$ cat src/rtl/seq_detect_pkg.sv
`default_nettype none
// ============================================================================
// Module  : seq_detect_pkg
// Purpose : Shared constants for the programmable serial pattern detector
//           and its helper counters.
// Contents: match-mode encodings, default parameter values, reset pattern.
// Revision: 1.0 - initial release
// ============================================================================
package seq_detect_pkg;

  // Values of the mode_overlap input
  localparam logic MODE_NONOVL = 1'b0;
  localparam logic MODE_OVL    = 1'b1;

  // Default geometry; PAT_LEN is legal in 2..MAX_PAT_LEN
  localparam int DEF_PAT_LEN = 4;
  localparam int DEF_CNT_W   = 8;
  localparam int MAX_PAT_LEN = 16;

  // Pattern held after reset. All zeros makes a 4-bit instance behave as the
  // legacy four-zero detector when overlap mode is selected.
  localparam logic [MAX_PAT_LEN-1:0] RST_PATTERN = '0;

endpackage
`default_nettype wire

$ cat src/rtl/sat_counter.sv
`default_nettype none
// ============================================================================
// Module  : sat_counter
// Purpose : Up-counter that saturates at 2^W-1 instead of wrapping.
//           Synchronous clear takes priority over increment.
// Ports   : clock - rising-edge clock
//           reset - asynchronous active-high reset (count -> 0)
//           clr   - synchronous clear
//           inc   - increment request
//           q     - current count
// Revision: 1.0 - initial release
// ============================================================================
module sat_counter #(
  parameter int W = 8
) (
  input  logic         clock,
  input  logic         reset,
  input  logic         clr,
  input  logic         inc,
  output logic [W-1:0] q
);

  localparam logic [W-1:0] C_MAX = '1;

  logic [W-1:0] count_q;

  always_ff @(posedge clock or posedge reset) begin
    if (reset) begin
      count_q <= '0;
    end else if (clr) begin
      count_q <= '0;
    end else if (inc && (count_q != C_MAX)) begin
      count_q <= count_q + 1'b1;
    end
  end

  assign q = count_q;

endmodule
`default_nettype wire

$ cat src/rtl/seq_detect_prog.sv
`default_nettype none
// ============================================================================
// Module  : seq_detect_prog
// Purpose : Programmable Moore serial pattern detector. The last PAT_LEN
//           qualified bits are compared with a loadable pattern; matches may
//           overlap or not, and a saturating counter tallies them.
// Ports   : clock        - rising-edge clock
//           reset        - asynchronous active-high reset
//           seq_valid    - qualifies seq_in
//           seq_in       - serial data bit
//           pattern      - pattern to load, MSB is the oldest bit expected
//           pattern_load - synchronous pattern load strobe
//           mode_overlap - 1 = overlapping matches, 0 = non-overlapping
//           count_clr    - synchronous clear of match_count
//           seq_out      - registered match flag (level, held while idle)
//           match_count  - saturating number of matches
// Revision: 1.0 - initial release
// ============================================================================
module seq_detect_prog
  import seq_detect_pkg::*;
#(
  parameter int PAT_LEN = DEF_PAT_LEN,  // 2..16
  parameter int CNT_W   = DEF_CNT_W
) (
  input  logic               clock,
  input  logic               reset,
  input  logic               seq_valid,
  input  logic               seq_in,
  input  logic [PAT_LEN-1:0] pattern,
  input  logic               pattern_load,
  input  logic               mode_overlap,
  input  logic               count_clr,
  output logic               seq_out,
  output logic [CNT_W-1:0]   match_count
);

  // fill counts 0..PAT_LEN inclusive
  localparam int                 FW        = $clog2(PAT_LEN + 1);
  localparam logic [FW-1:0]      FILL_FULL = FW'(PAT_LEN);
  localparam logic [PAT_LEN-1:0] PAT_RST   = RST_PATTERN[PAT_LEN-1:0];

  logic [PAT_LEN-1:0] pat_q;
  logic [PAT_LEN-1:0] hist_q, hist_d;
  logic [FW-1:0]      fill_q, fill_d;
  logic               seq_out_q;

  logic               qual;
  logic [FW-1:0]      fill_inc;
  logic               match;

  // A load strobe wins over a same-cycle data bit, which is dropped.
  assign qual = seq_valid && !pattern_load;

  always_comb begin
    hist_d   = {hist_q[PAT_LEN-2:0], seq_in};
    fill_inc = (fill_q == FILL_FULL) ? FILL_FULL : fill_q + 1'b1;
    // Only a full window may match; no partial matches after a restart.
    match    = qual && (fill_inc == FILL_FULL) && (hist_d == pat_q);
    // Non-overlap mode restarts the window so PAT_LEN fresh bits are needed.
    fill_d   = (match && (mode_overlap == MODE_NONOVL)) ? '0 : fill_inc;
  end

  always_ff @(posedge clock or posedge reset) begin
    if (reset) begin
      pat_q     <= PAT_RST;
      hist_q    <= '0;
      fill_q    <= '0;
      seq_out_q <= 1'b0;
    end else if (pattern_load) begin
      // History is kept, but fill restarts so old bits can never match.
      pat_q     <= pattern;
      fill_q    <= '0;
      seq_out_q <= 1'b0;
    end else if (qual) begin
      hist_q    <= hist_d;
      fill_q    <= fill_d;
      seq_out_q <= match;
    end
  end

  assign seq_out = seq_out_q;

  sat_counter #(
    .W (CNT_W)
  ) u_match_cnt (
    .clock (clock),
    .reset (reset),
    .clr   (count_clr),
    .inc   (match),
    .q     (match_count)
  );

endmodule
`default_nettype wire

$ cat config.mk
export PLATFORM = sky130hd
export DESIGN_NAME = seq_detect_prog
export DESIGN_NICKNAME = d
export VERILOG_FILES = /design/src/rtl/seq_detect_pkg.sv /design/src/rtl/sat_counter.sv /design/src/rtl/seq_detect_prog.sv
export SDC_FILE = /design/constraint.sdc
export NUM_CORES = 1
export LEC_CHECK = 0
export ABC_AREA = 1
export CORE_ASPECT_RATIO = 0.5
export CORE_UTILIZATION = 38
export CTS_CLUSTER_SIZE = 16
export DETAILED_ROUTE_END_ITERATION = 12
export PLACE_DENSITY = 0.62
export RECOVER_POWER = 100
export SKIP_CTS_REPAIR_TIMING = 1
export SYNTH_ARGS = -nofsm -noshare
export SYNTH_HDL_FRONTEND = slang
export SYNTH_SLANG_ARGS = --single-unit
export TNS_END_PERCENT = 20
$ cat constraint.sdc
create_clock -name clock -period 1.6 [get_ports clock]
set_clock_uncertainty 0.15 [all_clocks]
set_input_delay 0.48 -clock clock [delete_from_list [all_inputs] [get_ports clock]]
set_output_delay 0.48 -clock clock [all_outputs]
set_load 0.05 [all_outputs]
==> results by group <==
Status
  • Status: finished, violations left
  • Failing checks: setup timing

Setup path
  • Critical path fanouts, max: 8
  • Crit path top cell by count: nand3_4
  • CP endpoint kind: register
  • Cells along the critical path: inv_2 -> ha_4 -> o21ai_4 -> nand3_4 -> inv_4 -> nand3_4 -> nand3_1 -> nand2_1
  • Reg2reg setup slack: -10 ps
  • Buf/Inv on CP: 2
  • Worst path slowest cell: dfrtp_1
  • Crit path max-delay family: simple AND/OR/NAND/NOR gates
  • Req. time, crit path: ~1600 ps
  • CP peak stage delay: roughly 400 ps
  • Setup crit start kind: register
  • Data arrival time of the worst path: 1600 ps
  • R2R cell count: 8
  • Reg2reg end: u_match_cnt.q[1]
  • RR Startpoint: fill_q[0]
  • Critical path class: register to register

Run
  • Maxcap violations: 0

Yosys
  • Largest family of logic cells by synthesized area: simple AND/OR/NAND/NOR gates
  • Async SR Flop Fraction: 100%
  • Mux cell area share after synthesis: 0%
  • Post-Syn Area: around 1200 um^2
  • Syn_area_per_cell: approximately 7.4 um^2
  • Leading post-synthesis cells by instance count: nand2_1 (48), inv_1 (27), dfrtp_1 (19)
  • Post-Synthesis Cells: 160
  • Number of flops mapped to enable cells by yosys: 0
  • Warnings from Yosys: 0
  • Cell with the most instances after synthesis: nand2_1
  • Adder-cell share of the synthesized area: between 3 and 4%
  • Synth top area share: between 40% and 50%
  • #FFs+latches synth: 19
  • Seq/Total Area, Yosys: roughly two fifths
  • Synthesized net count: 174
  • Area leader, netlist: dfrtp_1
  • Synth Area in Compound Gates: 5.38%
  • Top FF cell, synth: dfrtp_1
  • Yosys cell types: 20
  • Simple-Gate Fraction of Synth Area: 40.4%
  • Synth Area in XOR/XNOR: less than 1%
  • Dominant cells by area after synthesis: dfrtp_1 (40%), nand2_1 (15%), inv_1 (8.5%)

STA
  • Highest Clock Rate: about 0.62 GHz
  • Worst-margin pin slew: about 550 ps
  • Hold Violations, Final: 0
  • Hold WS: around 350 ps
  • Final WS setup: -12.2 ps
  • Period utilization: 101%
  • Setup violations, final: 2
  • Unrepaired setup endpoints after global routing: yes
  • Slew Viols, Final: 0
  • Worst slew margin: between 60% and 70%
  • Final Critical Period: 1610 ps

Power and ir drop
  • PwrDens: slightly above 600 nW/um^2
  • Total Power: between 1000 and 1500 uW
  • Lkg Pwr: 0.000836 uW
  • Worst VDD drop: about 510 uV

Clocking
  • Clk_lat worst skew: about 250 ps
  • CTS Buffer Depth: 2
  • Clock-pin slew of the registers on the worst-case setup and hold paths: 70 ps
  • Clock root buffer: clkbuf_8
  • Sink Count: 19
  • CTS tree: built
  • CTS buffer count: 3
  • H-tree Lvls: 1

Floorplanning
  • Io pins: 20
  • Total die area: about 3400 um^2
  • Die W: 81.0 um
  • Die Ht: ~42 um
  • Starting Density: 42.9%
  • Rows: 13
  • Area of the core: around 2800 um^2

Placed design
  • Place WS: -447 ps
  • Buffers on Ports: 19
  • Final HPWL DP: 1790 um
  • RePlAce Congestion: roughly 0.76

Hold path
  • Hold Path End: seq_out
  • Hold path start: seq_out
  • Worst Hold Depth: 2
  • Hold crit path type: register to register

Detailed routing
  • Drc violations: 0
  • Drt pass-1 iters: 4
  • DR vias: around 1100
  • Initial DRC count: 38
  • Drt wl/cell: approximately 10 um
  • Antenna viol nets, final: 0
  • Avg Vias per Cell: roughly 4.7
  • Drt total wl: about 2400 um

Final layout
  • Register Area: between 400 and 500 um^2
  • P&R area growth vs syn: 42.9%
  • N_diodes: 0
  • # fillers: 250
  • Share of cells above drive strength 1: 29.8%
  • Multi-input logic area: between 600 and 700 um^2
  • Final core occ: 61.3%
  • # nets final: between 200 and 250

Global route
  • GRT overflow: 0
  • Initial antenna violation count: 0
  • GR Util All Layers: between 10% and 20%
  • First-pass GRT wire length: between 4000 and 5000 um
  • Number of global-route vias before repair: 977
  • Largest net degree at the start of global routing: 20
stage by stage:
stage | cells | setup TNS [ps] | area, um^2
after CTS | 227 | -1470 | 1650
after floorplan | 160 | -15.4 | 1230
after global routing | 228 | -927 | 1700
after detailed placement | 223 | -5350 | 1600
after global placement | 223 | -4920 | 1600
final | 228 | -18.7 | 1700
routing by layer:
metal	share of wire, %	up-vias	GRT usage, %
li1	-	569	-
met1	48	480	23.4
met2	46	23	25.5
met3	4.5	2	4.62
met4	1.1	0	5.36
met5	0	-	0
cells by family (layout without fill, tap and decap cells):
family,Yosys count,after routing
xor+xnor,1,1
fa+ha+maj,3,3
flops,19,19
simple gates,95,95
compound gates,12,12
buf+inv,30,61
how the worst max path moves through the flow:
stage	from	end	slack [ps]	depth (start not counted)
CTS	pattern_load	fill_q[2]	-160	7
detailed placement	pattern_load	fill_q[2]	-450	7
global route	fill_q[0]	u_match_cnt.q[0]	-110	9
floorplan	u_match_cnt.q[0]	u_match_cnt.q[6]	-8	7
global placement	pattern_load	fill_q[2]	-400	7
finish	fill_q[0]	u_match_cnt.q[1]	-10	8
power by group:
part / switching, uW / total (uW) / internal, uW / leakage (uW)
clock: 152 / 329 / 177 / 0.0000228
combinational: 101 / 174 / 72.9 / 0.000573
sequential: 17.3 / 523 / 506 / 0.000240
total: 271 / 1030 / 755 / 0.000836
flip-flops by register name, summed over array words and instances, names as in the netlist:
signal,flops
pat_q,4
hist_q,3
fill_q,3
seq_out,1
u_match_cnt.q,8
layout by cell type, fill, tap and decap left out, types with 3 or more instances in the layout:
master           instances
clkdlybuf4s50_1          6
o21ai_0                 10
nand4_1                  8
nand2_2                  5
dfrtp_2                  7
buf_12                   6
buf_4                    6
clkbuf_8                 4
nor2_1                  12
nand3_4                  3
nand3_1                  7
dfrtp_1                 12
inv_1                   24
nand3_2                  8
clkbuf_1                 4
inv_2                    3
nand2_1                 44
tightest hold or removal path, stage by stage (launching register included):
cell and delay [ps]:
dfrtp_1 350, nand2_1 50, nand2_1 60
layout make-up:
class / count / share of cell area (%)
Multi-Input combinational cell: 111 / 41.0
Sequential cell: 19 / 28.6
Timing Repair Buffer: 29 / 18.7
Inverter: 28 / 6.35
Tap cell: 37 / 2.73
Clock buffer: 4 / 2.66
Note: power is estimated with default switching activity, not from simulation.
